**src/rtl/attack_scheduler.sv**
```systemverilog
`default_nettype none
// ============================================================================
// Module   : attack_scheduler
// Brief    : Round-robin shared leaper-attack sequencer (knight/king/pawn passes
//            OR-ed into a 64-bit attack map). Optional pawn pass is enabled by
//            defining ATTACK_SCHED_PAWN_EN.
// Revision : 1.0 - initial release
// ============================================================================

module attack_leaper_unit (
    input  logic [1:0]  mode,
`ifdef ATTACK_SCHED_PAWN_EN
    input  logic        side,
`endif
    input  logic [63:0] board,
    output logic [63:0] attack
);
    localparam logic [1:0]  c_mode_knight = 2'd0;
    localparam logic [1:0]  c_mode_king   = 2'd1;
`ifdef ATTACK_SCHED_PAWN_EN
    localparam logic [1:0]  c_mode_pawn   = 2'd2;
`endif
    localparam logic [63:0] c_not_file_a  = 64'hfefe_fefe_fefe_fefe;
    localparam logic [63:0] c_not_file_h  = 64'h7f7f_7f7f_7f7f_7f7f;
    localparam logic [63:0] c_not_file_ab = 64'hfcfc_fcfc_fcfc_fcfc;
    localparam logic [63:0] c_not_file_gh = 64'h3f3f_3f3f_3f3f_3f3f;

    logic [63:0] w_l1, w_r1, w_l2, w_r2, w_h1, w_h2, w_knight_att;
    logic [63:0] w_king_h, w_king_ext, w_king_att;

    // Masks drop squares that would wrap onto the adjacent rank.
    assign w_l1 = (board >> 1) & c_not_file_h;
    assign w_r1 = (board << 1) & c_not_file_a;
    assign w_l2 = (board >> 2) & c_not_file_gh;
    assign w_r2 = (board << 2) & c_not_file_ab;
    assign w_h1 = w_l1 | w_r1;
    assign w_h2 = w_l2 | w_r2;
    assign w_knight_att = (w_h1 << 16) | (w_h1 >> 16) | (w_h2 << 8) | (w_h2 >> 8);

    assign w_king_h   = ((board >> 1) & c_not_file_h) | ((board << 1) & c_not_file_a);
    assign w_king_ext = board | w_king_h;
    assign w_king_att = w_king_h | (w_king_ext << 8) | (w_king_ext >> 8);

`ifdef ATTACK_SCHED_PAWN_EN
    logic [63:0] w_pawn_att;
    assign w_pawn_att = side ? (((board >> 7) & c_not_file_a) | ((board >> 9) & c_not_file_h))
                             : (((board << 9) & c_not_file_a) | ((board << 7) & c_not_file_h));
`endif

    always_comb begin
        attack = '0;
        case (mode)
            c_mode_knight: attack = w_knight_att;
            c_mode_king:   attack = w_king_att;
`ifdef ATTACK_SCHED_PAWN_EN
            c_mode_pawn:   attack = w_pawn_att;
`endif
            default:       attack = '0;
        endcase
    end
endmodule

module attack_scheduler (
    input  logic        clk,
    input  logic        rst_n,
    input  logic [1:0]  req,
    input  logic [1:0]  req_side,
    input  logic [63:0] w_pawns,
    input  logic [63:0] w_knights,
    input  logic [63:0] w_king,
    input  logic [63:0] b_pawns,
    input  logic [63:0] b_knights,
    input  logic [63:0] b_king,
    output logic        busy,
    output logic        grant_id,
    output logic        done,
    output logic        done_id,
    output logic [63:0] attack_map
);
    localparam logic [1:0] c_mode_knight = 2'd0;
    localparam logic [1:0] c_mode_king   = 2'd1;
`ifdef ATTACK_SCHED_PAWN_EN
    localparam logic [1:0] c_mode_pawn   = 2'd2;

    typedef enum logic [2:0] {
        S_IDLE   = 3'd0,
        S_KNIGHT = 3'd1,
        S_KING   = 3'd2,
        S_PAWN   = 3'd3,
        S_DONE   = 3'd4
    } state_t;
`else
    typedef enum logic [2:0] {
        S_IDLE   = 3'd0,
        S_KNIGHT = 3'd1,
        S_KING   = 3'd2,
        S_DONE   = 3'd4
    } state_t;

    logic w_unused_pawns;
    assign w_unused_pawns = ^{w_pawns, b_pawns};
`endif

    state_t      r_state;
    logic        r_ptr;
    logic        r_side;
    logic [63:0] r_acc;

    logic        w_win;
    logic [1:0]  w_unit_mode;
    logic [63:0] w_unit_board;
    logic [63:0] w_unit_attack;
    logic [63:0] w_acc_next;

    // On a tie the requester that did not win last time is served.
    always_comb begin
        w_win = 1'b0;
        case (req)
            2'b01:   w_win = 1'b0;
            2'b10:   w_win = 1'b1;
            2'b11:   w_win = ~r_ptr;
            default: w_win = 1'b0;
        endcase
    end

    always_comb begin
        w_unit_mode  = c_mode_knight;
        w_unit_board = r_side ? b_knights : w_knights;
        case (r_state)
            S_KING: begin
                w_unit_mode  = c_mode_king;
                w_unit_board = r_side ? b_king : w_king;
            end
`ifdef ATTACK_SCHED_PAWN_EN
            S_PAWN: begin
                w_unit_mode  = c_mode_pawn;
                w_unit_board = r_side ? b_pawns : w_pawns;
            end
`endif
            default: ;
        endcase
    end

    attack_leaper_unit u_unit (
        .mode   (w_unit_mode),
`ifdef ATTACK_SCHED_PAWN_EN
        .side   (r_side),
`endif
        .board  (w_unit_board),
        .attack (w_unit_attack)
    );

    assign w_acc_next = r_acc | w_unit_attack;

    always_ff @(posedge clk or negedge rst_n) begin
        if (!rst_n) begin
            r_state    <= S_IDLE;
            r_ptr      <= 1'b1;
            r_side     <= 1'b0;
            r_acc      <= '0;
            busy       <= 1'b0;
            grant_id   <= 1'b0;
            done       <= 1'b0;
            done_id    <= 1'b0;
            attack_map <= '0;
        end else begin
            done <= 1'b0;
            case (r_state)
                S_IDLE: begin
                    if (|req) begin
                        r_state  <= S_KNIGHT;
                        busy     <= 1'b1;
                        grant_id <= w_win;
                        r_ptr    <= w_win;
                        r_side   <= req_side[w_win];
                        r_acc    <= '0;
                    end
                end
                S_KNIGHT: begin
                    r_acc   <= w_acc_next;
                    r_state <= S_KING;
                end
`ifdef ATTACK_SCHED_PAWN_EN
                S_KING: begin
                    r_acc   <= w_acc_next;
                    r_state <= S_PAWN;
                end
                S_PAWN: begin
                    r_acc      <= w_acc_next;
                    attack_map <= w_acc_next;
                    done       <= 1'b1;
                    done_id    <= grant_id;
                    r_state    <= S_DONE;
                end
`else
                S_KING: begin
                    r_acc      <= w_acc_next;
                    attack_map <= w_acc_next;
                    done       <= 1'b1;
                    done_id    <= grant_id;
                    r_state    <= S_DONE;
                end
`endif
                S_DONE: begin
                    busy    <= 1'b0;
                    r_state <= S_IDLE;
                end
                default: begin
                    busy    <= 1'b0;
                    r_state <= S_IDLE;
                end
            endcase
        end
    end
endmodule

`default_nettype wire
```
**config.mk**
```make
export PLATFORM = sky130hd
export DESIGN_NAME = attack_scheduler
export DESIGN_NICKNAME = d
export VERILOG_FILES = /design/src/rtl/attack_scheduler.sv
export SDC_FILE = /design/constraint.sdc
export NUM_CORES = 1
export LEC_CHECK = 0
export ABC_AREA = 1
export CAP_MARGIN = 5
export CORE_ASPECT_RATIO = 0.75
export CORE_MARGIN = 1.5
export CORE_UTILIZATION = 40
export DETAILED_ROUTE_END_ITERATION = 10
export PLACE_DENSITY_LB_ADDON = 0.25
export SETUP_SLACK_MARGIN = 0.3
export SLEW_MARGIN = 25
export SYNTH_ARGS = -nofsm -noshare
export SYNTH_HDL_FRONTEND = slang
export SYNTH_SLANG_ARGS = --single-unit
```
**constraint.sdc**
```tcl
create_clock -name clk -period 2 [get_ports clk]
set_clock_uncertainty 0.15 [all_clocks]
set_input_delay 0.4 -clock clk [delete_from_list [all_inputs] [get_ports clk]]
set_output_delay 0.4 -clock clk [all_outputs]
set_load 0.1 [all_outputs]
```
**Word-level counts from Yosys, hierarchy flattened**

Index checks and enable logic that the tools add are counted.

- Order comparisons: 1
- Eq/ne operators: 6
- Multiplexer cells: 15
- Bitwise operators: 11
- Reduce and logical (&&, ||, !) cells: 8

Operators with widths:

| operator | count |
|---|---|
| 64-bit 2-to-1 mux | 4 |
| 64-bit OR | 4 |
| 64-bit case mux with 2 select lines | 2 |
| 64-bit by 56-bit OR with 64-bit output | 2 |
| 62-bit by 64-bit OR with 64-bit output | 1 |
| 63-bit by 64-bit OR with 64-bit output | 1 |
| 64-bit by 48-bit OR with 64-bit output | 1 |
| 3-bit case mux with 3 select lines | 1 |
| 2-bit AND reduction | 3 |
| 1-bit 2-to-1 mux | 5 |
| 2-bit equality test (second input constant) | 2 |
| 1-bit case mux with 2 select lines | 2 |
| 2-bit OR reduction | 2 |
| 3-bit by 1-bit equality test with 1-bit output (second input constant) | 1 |
| 3-bit by 2-bit equality test with 1-bit output (second input constant) | 1 |
| 3-bit zero test | 1 |
| 3-bit 2-to-1 mux | 1 |
| 2-bit zero test | 1 |
| 1-bit by 2-bit less-than comparator with 1-bit output (second input constant) | 1 |
| 2-bit != test (second input constant) | 1 |
| 1-bit inverter | 2 |
| 2-bit nonzero test | 1 |
| 1-bit equality test (second input constant) | 1 |

- Register bits: 137
- Input bits: 390
- Word-level logic and storage cells: 50

**Longest topological paths before layout**

Gate-level depths: netlist of run 1.

- Word-level depth: 9
- Gate-level depth with buffers: 15
- Mapped depth without buffers: 13

**Cells and area by module**

A second synthesis of run 1 with hierarchy kept.

- Cells, all modules: 1649
- Area, all modules: 9933.3 um^2

Modules (own cells, without submodules):

| module | instances | cells an instance | area an instance (um^2) | sequential area each (um^2) |
|---|---|---|---|---|
| attack_scheduler | 1 | 1116 | 7662.3 | 3429.5 |
| attack_leaper_unit | 1 | 533 | 2270.9 | 0.0 |

**Least setup slack after synthesis of run 1**

No wires, ideal clock.

- Path kind: reg-to-reg
- From: reg r_side
- To: reg attack_map[51]
- Setup time: 120 ps
- Data arrival time: 1555 ps
- Required time: 1730 ps
- Slack: 175 ps
- Stages on the path, launching flop included: 14
- Buffers on the path: 3
- Period minus slack after synthesis: 1825 ps
- Cells stage by stage: dfrtp_1 > buf_6 > buf_6 > buf_4 > nand2_1 > nand3_1 > nand2_1 > nand2_2 > nor2_1 > nand2_1 > nand2_1 > nand3_1 > o21ai_1 > inv_1

- Word-level cells in the longest chain between the ends: 8
- Elaborated cells between the ends (all ways): 13
- Classes of those cells: mux (4); bitwise (9)

Ends and longest elaborated chain:

| what | RTL line | text |
|---|---|---|
| start, declared | 106 | `logic r_side;` |
| start signal, assigned | 175 | `r_side <= req_side[w_win];` |
| 64-bit 2-to-1 mux, on equally long branches | 128, 132 |  |
| 64-bit 2-to-1 mux (*) | 129 | `case (r_state)` |
| 63-bit by 64-bit OR with 64-bit output | 36, 40 |  |
| 64-bit OR or 64-bit by 48-bit OR with 64-bit output (tied branches) | 41, 38 |  |
| 64-bit OR, on equally long branches | 42, 38 |  |
| 64-bit by 56-bit OR with 64-bit output, on equally long branches | 42, 38 |  |
| 64-bit case mux with 2 select lines (*) | 52 | `case (mode)` |
| 64-bit OR (*) | 153 | `assign w_acc_next = r_acc \| w_unit_attack;` |
| end signal, assigned | 198 | `attack_map <= w_acc_next;` |
| end, declared | 78 | `output logic [63:0] attack_map` |

Every way passes the cells marked *; elsewhere a longest branch is shown, timed or not.
A chain may end at the register's enable or synchronous reset.

**Final worst setup path of run 1**

- From: reg r_state[2]
- To: reg attack_map[43]

- Word-level cells in the longest chain between the ends: 8
- Elaborated cells between the ends (all ways): 15
- Classes of those cells: eq/ne (2); mux (3); bitwise (9); reduce/logical (1)

Ends and longest elaborated chain:

| what | RTL line | text |
|---|---|---|
| start, declared | 104 | `state_t r_state;` |
| start signal, assigned | 157 | `r_state <= S_IDLE;` |
| start signal, assigned | 171 | `r_state <= S_KNIGHT;` |
| start signal, assigned | 181 | `r_state <= S_KING;` |
| 3-bit by 2-bit equality test with 1-bit output (*) | 129, 168 |  |
| 64-bit 2-to-1 mux | 129 |  |
| 63-bit by 64-bit OR with 64-bit output | 36, 40 |  |
| 64-bit OR or 64-bit by 48-bit OR with 64-bit output (tied branches) | 41, 38 |  |
| 64-bit OR, on equally long branches | 42, 38 |  |
| 64-bit by 56-bit OR with 64-bit output, on equally long branches | 42, 38 |  |
| 64-bit case mux with 2 select lines | 52 |  |
| 64-bit OR | 153 |  |

Marks and branches as above.

==> results of run 1 <==
-- layer usage --
| metal | part of all wire | up-vias | wire length, um |
|---|---|---|---|
| met5 | 0.00026 | - | 15 |
| met4 | 0.054 | 2 | 3120 |
| met3 | 0.084 | 185 | 4900 |
| met2 | 0.46 | 912 | 27000 |
| met1 | 0.40 | 7274 | 23200 |
| li1 | - | 7153 | - |
-- registers in the layout (all words and copies together), names as in the netlist --
signal      cells
r_ptr           1
r_acc          64
done            1
r_state         3
busy            1
attack_map     64
grant_id        1
r_side          1
done_id         1
-- power by group through the flow --
stage,combinational [mW],clock (mW),sequential [mW]
after floorplan,11.0,0,8.32
after global placement,26.0,0,5.08
after detailed placement,26.4,0,5.12
after CTS,29.3,3.34,5.11
after global routing,32.3,3.46,5.25
final,30.8,3.37,5.14
-- layout make-up --
class / instances / area share
diodes: 1 / 0.000125
inverters: 215 / 0.0416
multi-input cells: 1495 / 0.385
flip-flops and latches: 137 / 0.172
clock buffers: 18 / 0.0220
well taps: 351 / 0.0220
clock inverters: 14 / 0.00813
repair buffers: 642 / 0.349
-- per-stage QoR --
stage	util	total power [mW]	cells	TNS [ns]	area (sq um)
after floorplan	-	19.3	1937	0	11500
after global placement	0.654	31.1	2805	-31.09	17800
after detailed placement	0.654	31.5	2805	-34.04	17800
after CTS	0.723	37.8	2865	-19.44	19700
after global routing	0.736	41.0	2872	-36.54	20000
final	0.736	39.3	2873	-25.07	20000
-- worst max-delay path, stage by stage, from the launching register on --
cell	delay (ns)
sky130_fd_sc_hd__dfrtp_1	0.43
sky130_fd_sc_hd__inv_2	0.08
sky130_fd_sc_hd__nand3_4	0.17
sky130_fd_sc_hd__bufbuf_16	0.32
sky130_fd_sc_hd__nand2_1	0.05
sky130_fd_sc_hd__nand2_1	0.10
sky130_fd_sc_hd__buf_12	0.14
sky130_fd_sc_hd__buf_4	0.14
sky130_fd_sc_hd__inv_1	0.06
sky130_fd_sc_hd__nor3_1	0.18
sky130_fd_sc_hd__nand4_1	0.17
sky130_fd_sc_hd__o21ai_1	0.15
sky130_fd_sc_hd__inv_1	0.06
-- cells by family (layout without fill, tap and decap cells) --
logic type | count (synthesis) | count (layout) | synth area share
DFF | 137 | 137 | 0.307
buffers and inverters | 305 | 889 | 0.123
AOI/OAI and AO/OA | 188 | 188 | 0.0860
and+or+nand+nor | 1307 | 1307 | 0.484
other | 0 | 1 | 0
-- placed cells by master, fill, tap and decap left out, drive strengths merged --
cell           netlist  routed
clkinvlp             0       4
o21bai               2       2
o21ai              134     134
nand4               35      35
nand3b              11      11
buf                 76     377
clkdlybuf4s50        0     260
nor3                12      12
nand2              945     945
a21oi               49      49
or2                  7       7
and3                 1       1
dfstp                1       1
bufinv               0       2
nor2               167     167
clkbuf              14      18
nand3              127     127
a21o                 1       1
dfrtp              136     136
and2                 2       2
clkinv               1       3
bufbuf               0       4
diode                0       1
a31oi                1       1
inv                214     220
dlygate4sd3          0       1
o211ai               1       1
-- repair_timing --
action / in CTS / in global routing
gates resized for setup: 261 / 91
hold endpoints to repair: 136 / 0
gates cloned: 7 / 0
hold buffers: 1 / 0
setup endpoints to repair: 130 / 137
setup buffers: 20 / 7
pin swaps: 40 / 23
-- final timing paths --
| path | cells past startpoint | endpoint | slack [ns] | startpoint |
|---|---|---|---|---|
| worst max register to register | 12 | attack_map[43] | -0.33 | r_state[2] |
| max in group asynchronous | 3 | r_ptr | 0.90 | rst_n |
| worst min register to register | 2 | r_acc[2] | 0.32 | r_acc[2] |
| worst max-delay path | 12 | attack_map[43] | -0.33 | r_state[2] |
| worst min-delay path | 2 | attack_map[51] | 0.23 | rst_n |
| min in group clk | 2 | r_acc[2] | 0.32 | r_acc[2] |
==> run summary, run 1 <==
In this run the worst path has a maximum fanout of 10. The critical path data arrival time came out at between 2 and 3 ns. The insertion delay to the later sink of the worst-skew pair came out at around 0.45 ns. The internal power of the cells is about 18 mW.

TritonCTS built the clock tree. OpenSTA, run right after detailed placement, puts the worst setup slack at -0.480 ns. The per-cell routed wire length came out at about 20 um. The total detailed-routing wirelength is roughly 58000 um. Of all cell types, the one taking the most synthesized area is sky130_fd_sc_hd__nand2_1. The congestion estimate from routability-driven global placement came to 0.982. In this run the tightest slew margin relative to its limit is 0.660. The number of flops mapped to enable cells by yosys is 0. The post-synthesis average cell area came out at around 5.8 sq um.

Yosys instantiated no cell more often than sky130_fd_sc_hd__nand2_1. The worst setup path is launched from a flip-flop. The met1 global-route usage came out at 0.505. The highest achievable clock rate came out at approximately 430 MHz. The via count of the first global-routing pass was around 15000. The floorplan step defined a die boundary enclosing between 20000 and 30000 sq um. The setup slack after layout is -0.328 ns. For this design the static power due to leakage is 9.96 nW.

The count of maximum capacitance violations is 0. The final hold violation count is 0. The worst min-delay path class is in -> async. The synthesized area came out at ~11000 sq um. The count of final max-slew check failures came to 0. The core area is roughly 27000 sq um. The net switching fraction of the power came out at 0.545. The final critical-path share of the clock period came out at 1.16. The I/O pin count came out at roughly 460. The final-report setup violation count is around 130. Clock tree synthesis found a total of 137 sinks. The die is 148 um tall. The number of buffers on the longest clock path is 2. By area the synthesized netlist is led by sky130_fd_sc_hd__nand2_1, sky130_fd_sc_hd__dfrtp_1, sky130_fd_sc_hd__inv_1, sky130_fd_sc_hd__nand3_1, sky130_fd_sc_hd__nor2_1.

The pin count of the biggest net entering global routing came out at 52. The share of total power dissipated in the clock network is 0.086. The global routing met2 resource utilization came out at 0.664. The commonest cells after synthesis are sky130_fd_sc_hd__nand2_1, sky130_fd_sc_hd__inv_1, sky130_fd_sc_hd__nor2_1. The slew at the pin closest to its max-slew limit is 0.511 ns. The synthesis-to-layout area growth came out at 79.4%. The filler cell count is about 2100. The shortest clock period the worst path allows after layout is approximately 2.3 ns.

The final reports fail on setup timing. Setup repair after global routing could not meet its margin everywhere. Row generation in the floorplan step produced 52 rows. The CTS H-tree depth came out at 4. The first global-routing pass estimated roughly 87000 um of wire. The relative contribution of sequential cells to total power is 0.131.

The count of unresolved DRC violations after routing is 0. The clock input transition at the sequential cells of the worst setup and hold paths came out at approximately 0.070 ns. The share of synthesized flip-flops with an asynchronous set or reset is 1.00. The detailed placer's ending HPWL came out at approximately 44000 um.

The commonest register cell after synthesis is sky130_fd_sc_hd__dfrtp_1. The clock root buffer master is sky130_fd_sc_hd__clkbuf_16. The worst setup path is captured at a flip-flop.

The flow ran to the end, but the final reports show violations. The initial antenna violation count came out at 2. The total power density per cell area came out at between 1500 and 2000 nW/um^2. The die is 196 um wide. The share of synthesized area in the top cell type comes to 0.306. Clock tree synthesis inserted a total of 17 buffers.

The met3 track utilization from global routing is 0.0662. The worst setup path is of the reg -> reg kind. Summed over all nets, the switching power comes to around 21 mW.

The power share of the combinational group is 0.783. The distinct cell type count of the synthesized netlist came out at 34. The initial core utilization is 0.410. The layer with the highest usage after global routing is met2. The total of buffers placed on input and output ports came out at approximately 330. Synthesis inferred between 100 and 150 register bits. The number of nets in the synthesized netlist is between 2000 and 2500. In the final layout, the share of cells above drive strength 1 is 0.302.

The first detailed-routing pass ran for 6 iterations. The layout net count is about 2900. The global-route congestion overflow total is 0. For this block, the initial DRC count from the detailed router was ~1500. The tightest hold margin is roughly 0.23 ns. The register area share after synthesis is 0.307. The combined flip-flop and latch cell area came out at 3430 sq um. The detail route stage leaves a number of antenna-violating nets equal to 0. The largest vdd supply drop is 1.63 mV. The area of the multi-input gates came out at a little under 8000 sq um. The cell count after synthesis came out at between 1500 and 2000. The total of warnings raised by yosys is 0. The required time of the worst setup path came out at around 2.2 ns. The per-cell via count in the routed design is around 5.4. The via total after detailed routing came out at ~16000. The global router's overall resource usage is 0.400.
Note: power is estimated with default switching activity, not from simulation.
==> run 2: changes to the inputs <==
--- a/config.mk
+++ b/config.mk
@@ -8,11 +8,10 @@
 export ABC_AREA = 1
 export CAP_MARGIN = 5
 export CORE_ASPECT_RATIO = 0.75
-export CORE_MARGIN = 1.5
+export CORE_MARGIN = 4
 export CORE_UTILIZATION = 40
 export DETAILED_ROUTE_END_ITERATION = 10
 export PLACE_DENSITY_LB_ADDON = 0.25
-export SETUP_SLACK_MARGIN = 0.3
 export SLEW_MARGIN = 25
 export SYNTH_ARGS = -nofsm -noshare
 export SYNTH_HDL_FRONTEND = slang
==> run 2 against run 1 <==
  * The flow still finishes with violations (setup timing)
  * Via count grew 2.4%
  * Power grew 3.7%
  * Register-to-register slack lost 0.06 ns
  * Maximum frequency shrank 2.6%
  * Routed wire length grew 7.1%
==> run summary, run 2 (synthesis results as in run 1) <==
The largest vdd supply drop is 1.94 mV (was 1.63 mV). The highest achievable clock rate is 418 MHz (was 430 MHz). The required time of the worst setup path came to 2.17 ns (was 2.18 ns). The violation count after the first detailed-route iteration came out at 1485 (was 1456).

Status: complete, but fails checks (unchanged). The count of unresolved DRC violations after routing came to 0 (unchanged). The final critical-path share of the clock period is 1.20 (was 1.16). The per-cell via count in the routed design is 5.47 (was 5.40).

The via total after detailed routing was 15900 (was 15500). The slew at the pin closest to its max-slew limit came to 0.500 ns (was 0.511 ns). The clock root buffer master is sky130_fd_sc_hd__clkbuf_16 (unchanged). The total of buffers placed on input and output ports is 329 (unchanged).

The area of the multi-input gates came out at 7950 sq um (was 7710 sq um). The clock input transition at the sequential cells of the worst setup and hold paths came out at 0.07 ns (about the same). The sink count of the clock tree is 137 (unchanged). The I/O pin count is 458 (unchanged). The final-report setup violation count came to 129 (was 128). Largest registers: attack_map: 64 flops, r_acc: 64 flops, r_state: 3 flops (unchanged). The reported leakage power came out at 10.2 nW (was 9.96 nW).

The clock tree from TritonCTS is built (unchanged). The setup slack after placement was -0.610 ns (was -0.480 ns). Unrepaired setup endpoints after global routing: true (unchanged).

The number of buffers on the longest clock path came to 2 (unchanged). The pin count of the biggest net entering global routing came out at 70 (was 52). The post-detailed-route count of antenna-violating nets was 0 (unchanged). The element type at the critical path start was a flip-flop (unchanged). The sort of element at the end of the critical path was a flip-flop (unchanged). The floorplan die area was 30600 sq um (was 28900 sq um).

The layout net count is 2932 (was 2898). The wire length of the first global-routing pass is 91800 um (was 87400 um). The global-route congestion overflow total is 0 (unchanged). The critical path data arrival time came out at 2.56 ns (was 2.51 ns). The critical-path maximum fanout came out at 8 (was 10). The initial core utilization came out at 0.410 (unchanged). The insertion delay to the later sink of the worst-skew pair is 0.45 ns (about the same). The number of standard cells in the final layout excluding fillers is 2907 (was 2873). The placed cell count is 2826 (was 2805).

The relative slew slack came out at 0.663 (was 0.660). Most used cells in the layout excluding fill and tap cells: sky130_fd_sc_hd__nand2_1, sky130_fd_sc_hd__clkdlybuf4s50_1, sky130_fd_sc_hd__buf_4 (unchanged). The initial antenna violation count is 2 (unchanged). The post-route setup TNS is -36.45 ns (was -25.07 ns). The final hold violation count is 0 (unchanged). The count of final max-slew check failures came out at 0 (unchanged).

The die height came out at 153 um (was 148 um). The total power density per cell area is 1980 nW/um^2 (was 1960 nW/um^2). The path type of the worst setup path is reg -> reg (unchanged).

The cell row count came out at 52 (unchanged). The worst min-delay path class is reg -> reg (was in -> async). The combined flip-flop and latch cell area came to 3430 sq um (unchanged). The commonest non-fill, non-tap cell in the layout was sky130_fd_sc_hd__nand2_1 (unchanged). The filler cell count is 1992 (was 2069).

The core area is 27200 sq um (unchanged). The shortest clock period the worst path allows after layout came to 2.39 ns (was 2.33 ns). The total detailed-routing wirelength was 62400 um (was 58300 um). The global router's overall resource usage came out at 0.388 (was 0.400). The x dimension of the die was 201 um (was 196 um). The number of buffers created by CTS was 17 (unchanged).

The total design power is 40.7 mW (was 39.3 mW). The synthesis-to-layout area growth is 84.8% (was 79.4%). The CTS H-tree depth came out at 4 (unchanged).

The fraction of layout instances using a drive strength above 1 came out at 0.327 (was 0.302). Failing checks: setup timing (unchanged). The number of iterations in the first detailed-routing pass is 8 (was 6). The setup slack after layout came out at -0.392 ns (was -0.328 ns). The detailed placer's ending HPWL came to 46200 um (was 44400 um). The per-cell routed wire length came out at 21.5 um (was 20.3 um).

The via count of the first global-routing pass is 15700 (was 15300). The count of maximum capacitance violations is 0 (unchanged). The routability-driven placement congestion ratio is 1.05 (was 0.982).
[run 2: cell types whose count changed in the layout (fill, tap and decap cells not counted), sizes merged]
cell,change
clkinv,+2
clkinvlp,-1
clkbuf,+3
bufbuf,-3
buf,+37
inv,-4
[run 2: layout make-up]
type	instances	share of cell area
multi-input cells	1495	0.386
repair buffers	676	0.358
flip-flops and latches	137	0.167
inverters	215	0.0402
clock buffers	21	0.0223
well taps	351	0.0213
clock inverters	11	0.00583
diodes	1	0.000121
[run 2: critical path, stage by stage, from the launching register on]
cell and delay [ns]:
sky130_fd_sc_hd__dfrtp_4 0.54, sky130_fd_sc_hd__inv_8 0.09, sky130_fd_sc_hd__buf_12 0.16, sky130_fd_sc_hd__buf_8 0.14, sky130_fd_sc_hd__buf_12 0.14, sky130_fd_sc_hd__nand2_4 0.06
sky130_fd_sc_hd__nand2_4 0.06, sky130_fd_sc_hd__nand2_2 0.06, sky130_fd_sc_hd__nand2_2 0.08, sky130_fd_sc_hd__inv_4 0.10, sky130_fd_sc_hd__nand2_4 0.06, sky130_fd_sc_hd__buf_6 0.12
sky130_fd_sc_hd__nor2_2 0.09, sky130_fd_sc_hd__nand4_1 0.18, sky130_fd_sc_hd__o21ai_1 0.17, sky130_fd_sc_hd__inv_1 0.07
[run 2: worst paths after layout]
check	from	endpoint	slack, ns	cells past startpoint
setup / recovery	r_side	attack_map[43]	-0.39	15
min in group asynchronous	rst_n	r_acc[54]	0.34	2
hold reg to reg	r_ptr	r_ptr	0.32	2
max in group asynchronous	rst_n	r_ptr	0.72	3
setup reg to reg	r_side	attack_map[43]	-0.39	15
hold / removal	r_ptr	r_ptr	0.32	2
[run 2: repair_timing]
| action | CTS | global route |
|---|---|---|
| pin swaps | 97 | 39 |
| hold buffers | 1 | 0 |
| endpoints found under the hold margin | 44 | 0 |
| setup buffers | 33 | 9 |
| gates cloned | 9 | 0 |
| setup endpoints to repair | 128 | 129 |
| resized for setup | 444 | 120 |
[run 2: metal layers]
layer	routed length [um]	GRT usage
met5	13	0
met3	5200	0.0806
met1	24000	0.477
met4	3960	0.199
met2	29200	0.646
[run 2: metrics by stage]
| step | hold WS, ns | util | cell area (sq um) |
|---|---|---|---|
| global route | 0.338 | 0.758 | 20600 |
| CTS | 0.316 | 0.741 | 20200 |
| detailed placement | 0.240 | 0.647 | 17600 |
| finish | 0.316 | 0.758 | 20600 |
| floorplan | -0.0456 | - | 11200 |
| global placement | 0.230 | 0.647 | 17600 |
[run 2: power by group]
| group | leakage, nW | internal, mW | switching (mW) |
|---|---|---|---|
| registers | 1.55 | 4.08 | 1.08 |
| clock network | 0.280 | 1.90 | 1.33 |
| logic | 8.38 | 12.7 | 19.6 |
| total | 10.2 | 18.7 | 22.1 |
==> run 3: changes to the inputs <==
--- a/config.mk
+++ b/config.mk
@@ -10,6 +10,7 @@
 export CORE_ASPECT_RATIO = 0.75
 export CORE_MARGIN = 4
 export CORE_UTILIZATION = 40
+export CTS_BUF_LIST = sky130_fd_sc_hd__clkbuf_4 sky130_fd_sc_hd__clkbuf_8
 export DETAILED_ROUTE_END_ITERATION = 10
 export PLACE_DENSITY_LB_ADDON = 0.25
 export SLEW_MARGIN = 25
==> run 3 against run 2 <==
  * The flow still finishes with violations (setup timing)
  * Power shrank 2.6%
  * Worst hold slack lost 0.028 ns
  * Routed wire length shrank 1.4%
==> run summary, run 3 (synthesis results as in run 1) <==
The cell row count is 52 (unchanged). The routability-driven placement congestion ratio is 1.05 (unchanged). The pin count of the biggest net entering global routing is 70 (unchanged). The final cell area excluding filler cells is 20300 sq um (was 20600 sq um).

The floorplan die area came out at 30600 sq um (unchanged). The final hold violation count came out at 0 (unchanged). The number of buffers created by CTS is 17 (unchanged). The count of unresolved DRC violations after routing is 0 (unchanged). The combined flip-flop and latch cell area is 3430 sq um (unchanged). The maximum single-stage delay on the critical path is 0.52 ns (was 0.54 ns). The clock tree from TritonCTS is built (unchanged). The total placed instance area is 17600 sq um (unchanged).

The highest achievable clock rate is 422 MHz (was 418 MHz). The largest vdd supply drop came out at 1.80 mV (was 1.94 mV). The global router's overall resource usage came out at 0.377 (was 0.388). The total detailed-routing wirelength came out at 61600 um (was 62400 um). The detailed placer's ending HPWL is 46200 um (unchanged).

The sink count of the clock tree came to 137 (unchanged). The I/O pin count is 458 (unchanged). The number of standard cells in the final layout excluding fillers is 2909 (was 2907). The final critical-path share of the clock period came out at 1.18 (was 1.20). Most used cells in the layout excluding fill and tap cells: sky130_fd_sc_hd__nand2_1, sky130_fd_sc_hd__clkdlybuf4s50_1, sky130_fd_sc_hd__buf_4 (unchanged). The core area came out at 27200 sq um (unchanged). The depth of the most critical reg-to-reg path came to 15 (unchanged). The cell repeated most along the worst path is sky130_fd_sc_hd__nand2_1 (was sky130_fd_sc_hd__nand2_4). Largest registers: attack_map: 64 flops, r_acc: 64 flops, r_state: 3 flops (unchanged).

The slew at the pin closest to its max-slew limit was 0.510 ns (was 0.500 ns). The via total after detailed routing is 15800 (was 15900). The count of final max-slew check failures came out at 0 (unchanged). The initial antenna violation count is 3 (was 2). The per-cell via count in the routed design is 5.43 (was 5.47). The synthesis-to-layout area growth is 82.1% (was 84.8%). The path type of the worst setup path is reg -> reg (unchanged). The commonest non-fill, non-tap cell in the layout is sky130_fd_sc_hd__nand2_1 (unchanged).

The setup slack after placement is -0.610 ns (unchanged). The CTS H-tree depth is 4 (unchanged). The total power density per cell area is 1950 nW/um^2 (was 1980 nW/um^2). The clock root buffer master is sky130_fd_sc_hd__clkbuf_8 (was sky130_fd_sc_hd__clkbuf_16). The filler cell count is 2087 (was 1992).

The tightest hold margin came to 0.288 ns (was 0.316 ns). Unrepaired setup endpoints after global routing: true (unchanged). The cell family with the largest share of critical-path delay is buffers and inverters (unchanged). The worst path buffer plus inverter count is 7 (unchanged).

The post-detailed-route count of antenna-violating nets came out at 0 (unchanged). The clock input transition at the sequential cells of the worst setup and hold paths is 0.08 ns (was 0.07 ns). The layout net count is 2934 (was 2932). The x dimension of the die is 201 um (unchanged). The number of iterations in the first detailed-routing pass came to 6 (was 8).

The reported leakage power came out at 10.1 nW (was 10.2 nW). The placed cell count is 2826 (unchanged). The global-route congestion overflow total was 0 (unchanged). The initial core utilization came to 0.410 (unchanged). The post-route setup TNS came out at -32.70 ns (was -36.45 ns). The per-cell routed wire length is 21.2 um (was 21.5 um). Critical Path, Cell by Cell: inv_8 -> buf_12 -> buf_8 -> buf_12 -> nand2_1 -> nand2_1 -> nand2_1 -> nand2_2 -> inv_4 -> nand2_4 -> buf_6 -> nor2_2 -> nand4_1 -> o21ai_1 -> inv_1 (was inv_8 -> buf_12 -> buf_8 -> buf_12 -> nand2_4 -> nand2_4 -> nand2_2 -> nand2_2 -> inv_4 -> nand2_4 -> buf_6 -> nor2_2 -> nand4_1 -> o21ai_1 -> inv_1). The final-report setup violation count is 129 (unchanged).

The setup slack after layout is -0.369 ns (was -0.392 ns). The required time of the worst setup path came out at 2.23 ns (was 2.17 ns). The worst min-delay path class is in -> async (was reg -> reg). The critical path depth in cells came to 15 (unchanged). The fraction of layout instances using a drive strength above 1 is 0.314 (was 0.327). The area of the multi-input gates came out at 7780 sq um (was 7950 sq um). The fraction of the core area covered by cells at the end of the flow came out at 0.747 (was 0.758). The die height came out at 153 um (unchanged).

The critical path data arrival time came out at 2.60 ns (was 2.56 ns). The element type at the critical path start is a flip-flop (unchanged). The total design power is 39.7 mW (was 40.7 mW). The number of buffers on the longest clock path came out at 2 (unchanged). The wire length of the first global-routing pass came out at 89600 um (was 91800 um). The insertion delay to the later sink of the worst-skew pair came to 0.50 ns (was 0.45 ns). The cell with the largest stage delay on the worst path is sky130_fd_sc_hd__dfrtp_4 (unchanged). The count of maximum capacitance violations is 0 (unchanged). The via count of the first global-routing pass came to 15300 (was 15700). The violation count after the first detailed-route iteration is 1497 (was 1485). The shortest clock period the worst path allows after layout came out at 2.37 ns (was 2.39 ns). Status: complete, but fails checks (unchanged).

The total of buffers placed on input and output ports was 329 (unchanged). The critical-path maximum fanout is 15 (was 8). The sort of element at the end of the critical path is a flip-flop (unchanged). The relative slew slack came out at 0.660 (was 0.663).

Failing checks: setup timing (unchanged).
-- run 3: changes by cell type in the layout (fill, tap and decap cells not counted), moves of 10 or more --
| cell | change |
|---|---|
| sky130_fd_sc_hd__nand2_2 | -10 |
| sky130_fd_sc_hd__nand2_1 | +27 |
| sky130_fd_sc_hd__clkbuf_16 | -13 |
| sky130_fd_sc_hd__clkbuf_8 | +17 |
| sky130_fd_sc_hd__nand2_4 | -20 |
| sky130_fd_sc_hd__nand3_2 | -10 |
-- run 3: power by group --
part / total [mW] / switching (mW) / internal, mW
registers: 5.13 / 1.06 / 4.08
clock network: 2.45 / 1.26 / 1.20
logic: 32.1 / 19.4 / 12.7
-- run 3: worst paths after layout --
kind / from / to / slack (ns)
worst max-delay path: r_side / attack_map[43] / -0.37
min in group clk: r_ptr / r_ptr / 0.32
worst min register to register: r_ptr / r_ptr / 0.32
max in group asynchronous: rst_n / r_ptr / 0.78
worst max register to register: r_side / attack_map[43] / -0.37
worst min-delay path: rst_n / attack_map[62] / 0.29
-- run 3: what timing repair did --
item	4_1_cts	5_1_grt
hold buffers	1	0
gates resized for setup	299	218
pin swaps	49	55
setup endpoints to repair	129	129
setup buffers	24	20
gates cloned	5	4
endpoints found under the hold margin	44	0
-- run 3: layout make-up --
type / instances / area share
timing repair buffer: 678 / 0.366
clock inverter: 11 / 0.00591
multi-input combinational: 1495 / 0.383
sequential: 137 / 0.169
clock buffer: 21 / 0.0136
tap: 351 / 0.0216
inverter: 215 / 0.0408
antenna: 1 / 0.000123
-- run 3: per-layer routing --
layer  wire [um]  GRT usage
met1       23600      0.469
met2       28700      0.628
met3        5350     0.0774
met4        3850      0.179
met5          32          0
-- run 3: worst reg2reg max path, cell delays in order (launching register included) --
cell	delay, ns
sky130_fd_sc_hd__dfrtp_4	0.52
sky130_fd_sc_hd__inv_8	0.07
sky130_fd_sc_hd__buf_12	0.15
sky130_fd_sc_hd__buf_8	0.14
sky130_fd_sc_hd__buf_12	0.14
sky130_fd_sc_hd__nand2_1	0.09
sky130_fd_sc_hd__nand2_1	0.05
sky130_fd_sc_hd__nand2_1	0.07
sky130_fd_sc_hd__nand2_2	0.09
sky130_fd_sc_hd__inv_4	0.10
sky130_fd_sc_hd__nand2_4	0.06
sky130_fd_sc_hd__buf_6	0.12
sky130_fd_sc_hd__nor2_2	0.07
sky130_fd_sc_hd__nand4_1	0.18
sky130_fd_sc_hd__o21ai_1	0.17
sky130_fd_sc_hd__inv_1	0.07
